$ cat src/rtl/idivide_pkg.sv
// Shared definitions for the iDivide integer divider: the datapath word
// width, the divider state encoding and the UDIV/SDIV opcode fields used by
// decode to steer instructions to the divider.
package idivide_pkg;

  // Default datapath width of the LEGv8 core.
  localparam int WORD = 64;

  // Divider sequencing states, 2-bit encoded.
  typedef enum logic [1:0] {
    DIV_IDLE = 2'd0,
    DIV_CALC = 2'd1,
    DIV_FIX  = 2'd2,
    DIV_DONE = 2'd3
  } div_state_e;

  // Data-processing (2 source) opcode shared by UDIV and SDIV (bits [31:21]).
  localparam logic [10:0] OPC_DIV    = 11'b10011010110;
  // Function field (bits [15:10]) selecting the divide flavour.
  localparam logic [5:0]  FUNCT_UDIV = 6'b000010;
  localparam logic [5:0]  FUNCT_SDIV = 6'b000011;

  typedef struct packed {
    logic is_div;     // instruction targets the divider
    logic is_signed;  // SDIV rather than UDIV
  } div_decode_t;

  // Classify a 32-bit instruction word for the decode stage.
  function automatic div_decode_t decode_div(input logic [31:0] insn);
    div_decode_t d;
    d.is_div    = (insn[31:21] == OPC_DIV) &&
                  ((insn[15:10] == FUNCT_UDIV) || (insn[15:10] == FUNCT_SDIV));
    d.is_signed = (insn[31:21] == OPC_DIV) && (insn[15:10] == FUNCT_SDIV);
    return d;
  endfunction

endpackage

$ cat src/rtl/idivide_if.sv
// Request/response bundle between decode-side control and the divider.
// The master raises start with the operands; the slave (the divider)
// reports busy, pulses done and holds the results.
interface idivide_if #(
  parameter int WIDTH = 64
);
  logic             start;
  logic             is_signed;
  logic [WIDTH-1:0] dividend;
  logic [WIDTH-1:0] divisor;
  logic             busy;
  logic             done;
  logic [WIDTH-1:0] quotient;
  logic [WIDTH-1:0] remainder;
  logic             div_by_zero;

  modport master (
    output start, is_signed, dividend, divisor,
    input  busy, done, quotient, remainder, div_by_zero
  );

  modport slave (
    input  start, is_signed, dividend, divisor,
    output busy, done, quotient, remainder, div_by_zero
  );
endinterface

$ cat src/rtl/idivide_div_step.sv
// One iteration of restoring division: shift the partial remainder left,
// pulling in the next dividend bit, and keep the trial difference only if
// the divisor fits. Purely combinational.
module div_step #(
  parameter int WIDTH = 64
) (
  input  logic [WIDTH-1:0] rem,
  input  logic [WIDTH-1:0] quo,
  input  logic [WIDTH-1:0] divisor,
  output logic [WIDTH-1:0] rem_next,
  output logic [WIDTH-1:0] quo_next
);

  // The shifted remainder needs WIDTH+1 bits: rem < divisor may exceed
  // 2^(WIDTH-1), so doubling it can carry out of a WIDTH-bit word.
  logic [WIDTH:0]   shifted;
  // One extra bit on top of the WIDTH+1-bit trial result acts as the borrow.
  logic [WIDTH+1:0] trial;
  logic             fits;

  assign shifted  = {rem, quo[WIDTH-1]};
  assign trial    = {1'b0, shifted} - {2'b00, divisor};
  assign fits     = ~trial[WIDTH+1];

  // When the divisor fits the difference is below divisor, and when it does
  // not the shifted value is below divisor, so WIDTH bits always suffice.
  assign rem_next = fits ? trial[WIDTH-1:0] : shifted[WIDTH-1:0];
  assign quo_next = {quo[WIDTH-2:0], fits};

endmodule

$ cat src/rtl/idivide.sv
// iDivide: multi-cycle UDIV/SDIV execution resource. Signed operands are
// reduced to magnitudes on capture, divided one quotient bit per clock with
// div_step, then sign-corrected in FIX. Divide by zero bypasses the loop.
module idivide
  import idivide_pkg::*;
#(
  parameter int WIDTH = WORD
) (
  input logic      clk,
  input logic      reset,
  idivide_if.slave bus
);

  localparam int CNT_W = $clog2(WIDTH + 1);

  div_state_e       state, state_next;
  logic [CNT_W-1:0] count;

  // Working registers for the iteration.
  logic [WIDTH-1:0] rem_r;
  logic [WIDTH-1:0] quo_r;
  logic [WIDTH-1:0] dvsr_r;
  logic             q_neg_r;
  logic             r_neg_r;

  // Registered outputs.
  logic             busy_r;
  logic             done_r;
  logic             dbz_r;
  logic [WIDTH-1:0] quotient_r;
  logic [WIDTH-1:0] remainder_r;

  logic [WIDTH-1:0] rem_step;
  logic [WIDTH-1:0] quo_step;

  logic             accept;
  logic             zero_div;
  logic             a_neg;
  logic             b_neg;
  logic [WIDTH-1:0] a_mag;
  logic [WIDTH-1:0] b_mag;

  // Starts are taken only when truly idle; done_r still high means the state
  // register has already returned to IDLE during the done pulse, and that
  // cycle must not accept a new request.
  assign accept   = bus.start && (state == DIV_IDLE) && !done_r;
  assign zero_div = (bus.divisor == '0);

  // Two's complement magnitude; the most negative value maps onto itself,
  // which read as unsigned is exactly its magnitude 2^(WIDTH-1).
  assign a_neg = bus.is_signed && bus.dividend[WIDTH-1];
  assign b_neg = bus.is_signed && bus.divisor[WIDTH-1];
  assign a_mag = a_neg ? -bus.dividend : bus.dividend;
  assign b_mag = b_neg ? -bus.divisor  : bus.divisor;

  div_step #(.WIDTH(WIDTH)) u_step (
    .rem      (rem_r),
    .quo      (quo_r),
    .divisor  (dvsr_r),
    .rem_next (rem_step),
    .quo_next (quo_step)
  );

  // State register; reset is synchronous and overrides every other event.
  always_ff @(posedge clk) begin
    // NOTE: sequential state always uses non-blocking assignments so every
    // register samples the pre-edge values of the others.
    if (reset) state <= DIV_IDLE;
    else       state <= state_next;
  end

  // Next-state decode.
  always_comb begin
    // NOTE: default first so every path assigns state_next; a missing
    // branch would otherwise infer a latch.
    state_next = state;
    unique case (state)
      DIV_IDLE: if (accept) state_next = zero_div ? DIV_DONE : DIV_CALC;
      DIV_CALC: if (count == CNT_W'(WIDTH - 1)) state_next = DIV_FIX;
      DIV_FIX:  state_next = DIV_DONE;
      DIV_DONE: state_next = DIV_IDLE;
      default:  state_next = DIV_IDLE;
    endcase
  end

  // Operand capture, iteration and result loading.
  always_ff @(posedge clk) begin
    if (reset) begin
      count       <= '0;
      rem_r       <= '0;
      quo_r       <= '0;
      dvsr_r      <= '0;
      q_neg_r     <= 1'b0;
      r_neg_r     <= 1'b0;
      dbz_r       <= 1'b0;
      quotient_r  <= '0;
      remainder_r <= '0;
    end else begin
      unique case (state)
        DIV_IDLE: begin
          if (accept) begin
            count   <= '0;
            rem_r   <= '0;
            quo_r   <= a_mag;
            dvsr_r  <= b_mag;
            q_neg_r <= a_neg ^ b_neg;
            r_neg_r <= a_neg;
            if (zero_div) begin
              // Architectural divide-by-zero result: the raw dividend is
              // returned as the remainder, no sign handling.
              quotient_r  <= '0;
              remainder_r <= bus.dividend;
              dbz_r       <= 1'b1;
            end
          end
        end
        DIV_CALC: begin
          rem_r <= rem_step;
          quo_r <= quo_step;
          count <= count + CNT_W'(1);
        end
        DIV_FIX: begin
          // Sign flags are only ever set in signed mode. MIN / -1 wraps
          // back to MIN here without any special case.
          quotient_r  <= q_neg_r ? -quo_r : quo_r;
          remainder_r <= r_neg_r ? -rem_r : rem_r;
          dbz_r       <= 1'b0;
        end
        default: ;
      endcase
    end
  end

  // Status flags lag the state by one clock, so busy spans CALC and FIX as
  // seen one cycle later and done coincides with the cycle after DONE.
  always_ff @(posedge clk) begin
    if (reset) begin
      busy_r <= 1'b0;
      done_r <= 1'b0;
    end else begin
      busy_r <= (state == DIV_CALC) || (state == DIV_FIX);
      done_r <= (state == DIV_DONE);
    end
  end

  assign bus.busy        = busy_r;
  assign bus.done        = done_r;
  assign bus.quotient    = quotient_r;
  assign bus.remainder   = remainder_r;
  assign bus.div_by_zero = dbz_r;

endmodule

$ cat src/flat_wrapper.sv
// flat-port wrapper written by rule: the top's interface ports become plain ports
module idivide_flat import idivide_pkg::*;
#(
  parameter int WIDTH = WORD
)
  (clk, reset, bus_start, bus_is_signed, bus_dividend, bus_divisor, bus_busy, bus_done, bus_quotient, bus_remainder, bus_div_by_zero);
  idivide_if #(.WIDTH(WIDTH)) bus_i ();
  input logic clk;
  input logic reset;
  input wire logic [$bits(bus_i.start)-1:0] bus_start;
  input wire logic [$bits(bus_i.is_signed)-1:0] bus_is_signed;
  input wire logic [$bits(bus_i.dividend)-1:0] bus_dividend;
  input wire logic [$bits(bus_i.divisor)-1:0] bus_divisor;
  output wire logic [$bits(bus_i.busy)-1:0] bus_busy;
  output wire logic [$bits(bus_i.done)-1:0] bus_done;
  output wire logic [$bits(bus_i.quotient)-1:0] bus_quotient;
  output wire logic [$bits(bus_i.remainder)-1:0] bus_remainder;
  output wire logic [$bits(bus_i.div_by_zero)-1:0] bus_div_by_zero;
  assign bus_i.start = bus_start;
  assign bus_i.is_signed = bus_is_signed;
  assign bus_i.dividend = bus_dividend;
  assign bus_i.divisor = bus_divisor;
  assign bus_busy = bus_i.busy;
  assign bus_done = bus_i.done;
  assign bus_quotient = bus_i.quotient;
  assign bus_remainder = bus_i.remainder;
  assign bus_div_by_zero = bus_i.div_by_zero;
  idivide #(.WIDTH(WIDTH)) u_core (.clk(clk), .reset(reset), .bus(bus_i));
endmodule
$ cat config.mk
export PLATFORM = sky130hd
export DESIGN_NAME = idivide_flat
export DESIGN_NICKNAME = d
export VERILOG_FILES = /design/src/rtl/idivide_pkg.sv /design/src/rtl/idivide_if.sv /design/src/rtl/idivide_div_step.sv /design/src/rtl/idivide.sv /design/src/flat_wrapper.sv
export SDC_FILE = /design/constraint.sdc
export NUM_CORES = 1
export LEC_CHECK = 0
export CAP_MARGIN = 10
export CORE_MARGIN = 2
export CORE_UTILIZATION = 45
export CTS_BUF_LIST = sky130_fd_sc_hd__clkbuf_4 sky130_fd_sc_hd__clkbuf_8
export DETAILED_ROUTE_END_ITERATION = 16
export DONT_BUFFER_PORTS = 1
export PLACE_DENSITY = 0.72
export SYNTH_ARGS = -nofsm -noshare
export SYNTH_HDL_FRONTEND = slang
export SYNTH_HIERARCHICAL = 1
export SYNTH_SLANG_ARGS = --single-unit
$ cat constraint.sdc
create_clock -name clk -period 9.4 [get_ports clk]
set_input_delay 1.88 -clock clk [delete_from_list [all_inputs] [get_ports clk]]
set_output_delay 1.88 -clock clk [all_outputs]
set_load 0.005 [all_outputs]
==> results.md <==
Place:
- OpenSTA, run right after detailed placement, puts the worst setup slack at 4.017 ns.
- During placement, the flow inserted port buffers numbering 0.
- Routability-driven placement finished with a final weighted congestion of 1.008.
- The cell count after placement is 3,608.
- Detailed placement ended at an HPWL of 60.28 mm.

Timing:
- The final critical delay including setup and external delays is 4.771 ns.
- Setup repair after global routing left no endpoint under its margin.
- In the finished design, the share of the clock period the worst path needs comes to 0.5075.
- The worst slew margin relative to its limit is 0.2384.
- The final setup skew is 0.05768 ns.
- The max-slew violation total from the final report came to 0.
- The smallest setup slack after layout is 4.629 ns.
- For the pin with the worst max-slew slack, the measured transition is 1.133 ns.
- The final count of negative-setup-slack endpoints is 0.
- The total negative slack for setup checks is 0 ns.
- Timing would allow up to 209.6 MHz.
- The count of final hold-check violations is 0.

Clock network:
- The latest clock arrival within the worst-skew pair is 0.70 ns.
- CTS saw 334 sinks.
- TritonCTS built the clock tree.
- The number of gates resized after CTS was 0.
- The number of buffers on the longest clock path is 3.
- The buffer cell driving the clock tree root is sky130_fd_sc_hd__clkbuf_8.
- The H-tree was split into 2 levels.
- Clock-pin slew was measured on the worst setup and hold paths at 0.06 ns.
- The buffer count from post-CTS setup fixing is 0.
- The TritonCTS buffer count is 56.
- The number of hold buffers added after CTS was 0.

Setup path:
- The origin of the worst setup path is bus_divisor[0].
- On the critical path, the stage with the largest delay is an instance of sky130_fd_sc_hd__buf_4.
- The worst path required time is 9.94 ns.
- Walking the worst path, the cells encountered are inv_1 > ha_1 > or4b_4 > or3_1 > nor4_4 > buf_4 > a41o_2 > buf_4 > nor2_4 > buf_4 > o2bb2ai_1.
- The worst-path maximum fanout is 61.
- The critical path capture point type is a flop.
- The cell family contributing the most delay on the critical path is simple AND/OR/NAND/NOR gates.
- The launching point of the worst reg2reg path is u_core/dvsr_r[20].
- The nature of the critical path startpoint is a primary input.
- The delay contributed by the slowest stage of the critical path is 0.58 ns.
- The buffers plus inverters on the worst setup path is 4.
- The most numerous cell type found on the critical path is sky130_fd_sc_hd__buf_4.
- The category of the most critical setup path is primary input to flop.
- Data arrives at the worst endpoint at 5.31 ns.

GRT:
- Global routing finished with a remaining overflow of 0.
- The largest net degree at the start of global routing is 231.
- The overall fraction of global-route tracks in use is 0.2806.
- The number of antenna violations at the first check in global routing came to 1.
- The via count of the first global-routing pass came to 20,960.
- The wire length of the first global-routing pass is 124.4 mm.

Min path:
- The min-delay analysis places its worst path in the category flop to flop.
- The beginning of the worst hold path is u_core/dvsr_r[23].

Logic synthesis:
- Counting flops with a built-in enable in the synthesized netlist gives 0.
- The count of mapped cells out of synthesis is 3,191.
- The number of nets in the synthesized netlist is 3,398.
- The predominant post-synthesis flop cell is sky130_fd_sc_hd__dfxtp_1.
- In this run the cell area of the synthesized design comes to 0.02405 mm².
- The number of different library cells used by synthesis comes to 87.
- Counting flops and latches in the post-synthesis netlist gives 334.
- The sequential element share of the synthesized area is 0.2780.
- The total of warnings raised by yosys is 6.
- The mean instance size in the synthesized netlist is 7.538 µm².
- The share of synthesized flip-flops with an asynchronous set or reset is 0.

Route:
- Dividing the detail-routed via count by the number of cells gives 6.299.
- Summing over every cut layer, the via total after detailed routing is 23,360.
- The number of DRC violations after detailed-routing iteration 0 is 2,173.
- The length of the first detailed-routing pass in iterations is 6.
- The mean routed wirelength per cell is 21.95 µm.
- The remaining antenna violation count is 0.
- The remaining routing DRC violations is 0.
- The routed design has 81.40 mm of wire.

Finish:
- The number of non-filler instances in the completed layout is 3,708.
- The fraction of final layout cells sized beyond drive strength 1 is 0.06757.
- The area used by sequential logic in the layout is 0.006688 mm².
- Counting the fill cells in the layout gives 5,291.
- The multi-input gate area in the final layout is 0.01556 mm².
- The area growth from synthesis to layout is 4.005%.
- In the final design database the tool counted 3,186 nets.

Floorplan:
- The number of rows in the core area is 84.
- The number of top-level pins is 263.
- From bottom edge to top edge, the die measures 235.2 µm.
- The core outline area is 0.05266 mm².
- The initial standard-cell utilization of the core is 0.4568.
- The die covers 0.05532 mm².
- The width of the die is 235.2 µm.

Power and ir drop:
- For this design the ratio of total power to cell area is 222.7 mW/mm².
- The design draws 5.572 mW.
- The largest vdd supply drop is 0.0001462 V.
- In this run the static leakage power is 9.192 nW.

Outcome:
- The flow ran to the end, and the final reports show no timing, DRC or antenna violations.

Flow run:
- The total of max-cap violations is 0.
[cell type report]
cell class | count | share of cell area
clock buffers | 89 | 0.04596
diodes | 1 | 0.0001000
flip-flops and latches | 334 | 0.2673
inverters | 113 | 0.01701
well taps | 688 | 0.03441
repair buffers | 29 | 0.008603
clock inverters | 9 | 0.004401
multi-input cells | 2445 | 0.6222
[cell usage after synthesis, types with 74 or more instances]
master                     number  area share
sky130_fd_sc_hd__nor2_1       328       0.051
sky130_fd_sc_hd__o21ai_0      141       0.029
sky130_fd_sc_hd__a21oi_1      259       0.054
sky130_fd_sc_hd__nand3_1       79       0.016
sky130_fd_sc_hd__xor2_1       148       0.054
sky130_fd_sc_hd__inv_1        112       0.017
sky130_fd_sc_hd__xnor2_1      124       0.045
sky130_fd_sc_hd__nand4_1       78       0.020
sky130_fd_sc_hd__ha_1          74       0.038
sky130_fd_sc_hd__nand2_1      276       0.043
sky130_fd_sc_hd__dfxtp_1      334        0.28
sky130_fd_sc_hd__nor3_1        88       0.018
sky130_fd_sc_hd__clkbuf_1     191       0.030
[per-stage QoR]
step	utilization	cell area [µm²]	hold WS [ns]
3_5_place_dp	0.4510	23750	0.4470
3_3_place_gp	0.4510	23750	0.4387
4_1_cts	0.4750	25010	0.4540
2_1_floorplan	-	24050	0.4319
6_report	0.4751	25020	0.4596
5_1_grt	0.4751	25010	0.4930
[placed cells by master (no fill, tap or decap), drive strengths merged, types with 9 or more instances in the layout]
cell type    n
a21oi      280
a21o        32
a311oi       9
nand3       80
nor2b       18
o221ai      13
nand2b      17
buf         28
o41ai       41
xnor2      124
nor4        47
a211oi      47
dfxtp      334
and3        23
o2bb2ai     51
nand4       78
ha          74
a31oi       39
a221oi      12
or4         35
clkbuf      90
xor2       148
o21ai      152
inv        113
o21a        10
mux2i       28
o211ai      36
o22ai       14
nor3        88
a211o       21
or2         15
a22oi       68
nor2       328
o31ai       71
or3         57
nand2      277
[worst register-to-register path: stages (launching register included)]
cell and delay [ns]:
sky130_fd_sc_hd__dfxtp_1 0.33, sky130_fd_sc_hd__inv_1 0.07, sky130_fd_sc_hd__ha_1 0.44, sky130_fd_sc_hd__nand4_1 0.18, sky130_fd_sc_hd__or3_4 0.44, sky130_fd_sc_hd__nor4_1 0.36, sky130_fd_sc_hd__nand3_1 0.20, sky130_fd_sc_hd__nand3_2 0.17
sky130_fd_sc_hd__nand2_2 0.13, sky130_fd_sc_hd__o2111a_1 0.28, sky130_fd_sc_hd__or2_1 0.32, sky130_fd_sc_hd__clkinv_2 0.21, sky130_fd_sc_hd__buf_4 0.71, sky130_fd_sc_hd__o2111a_1 0.37, sky130_fd_sc_hd__a221o_1 0.10, sky130_fd_sc_hd__a22oi_1 0.06
sky130_fd_sc_hd__nor2_1 0.12
[final timing paths]
kind,end,slack [ns],cells after the start
worst max-delay path,u_core/bus.quotient[63],4.63,11
worst min-delay path,u_core/dvsr_r[23],0.46,2
worst max register to register,u_core/rem_r[63],4.79,16
worst min register to register,u_core/dvsr_r[23],0.46,2
[where the power goes]
part           internal (mW)  switching (mW)  total (mW)
clock network          0.827           0.633        1.46
logic                  0.725            1.43        2.16
registers               1.64           0.313        1.96
total                   3.19            2.38        5.57
[sequential cells by signal, indices dropped and copies added (netlist names)]
register,cells
u_core/bus.busy,1
u_core/bus.div_by_zero,1
u_core/bus.done,1
u_core/dvsr_r,64
u_core/r_neg_r,1
u_core/q_neg_r,1
u_core/bus.quotient,64
u_core/state,2
u_core/rem_r,64
u_core/quo_r,64
u_core/count,7
u_core/bus.remainder,64
[logic make-up after synthesis]
family,synth area share
multiplexers,0.01306
adder cells (fa/ha/maj),0.03933
XOR/XNOR,0.09904
AND/OR/NAND/NOR,0.2234
AO/OA/AOI/OAI,0.2684
buffers and inverters,0.07881
flip-flops,0.2780
[per-layer routing]
metal  vias up  GRT usage  wire length (µm)
li1      11220          -                 -
met3       208    0.06719              8207
met1     10790     0.3587             33230
met2      1139     0.4393             35460
met4         2     0.1435              4488
met5         -          0                12
(Power assumes the default switching activity.)
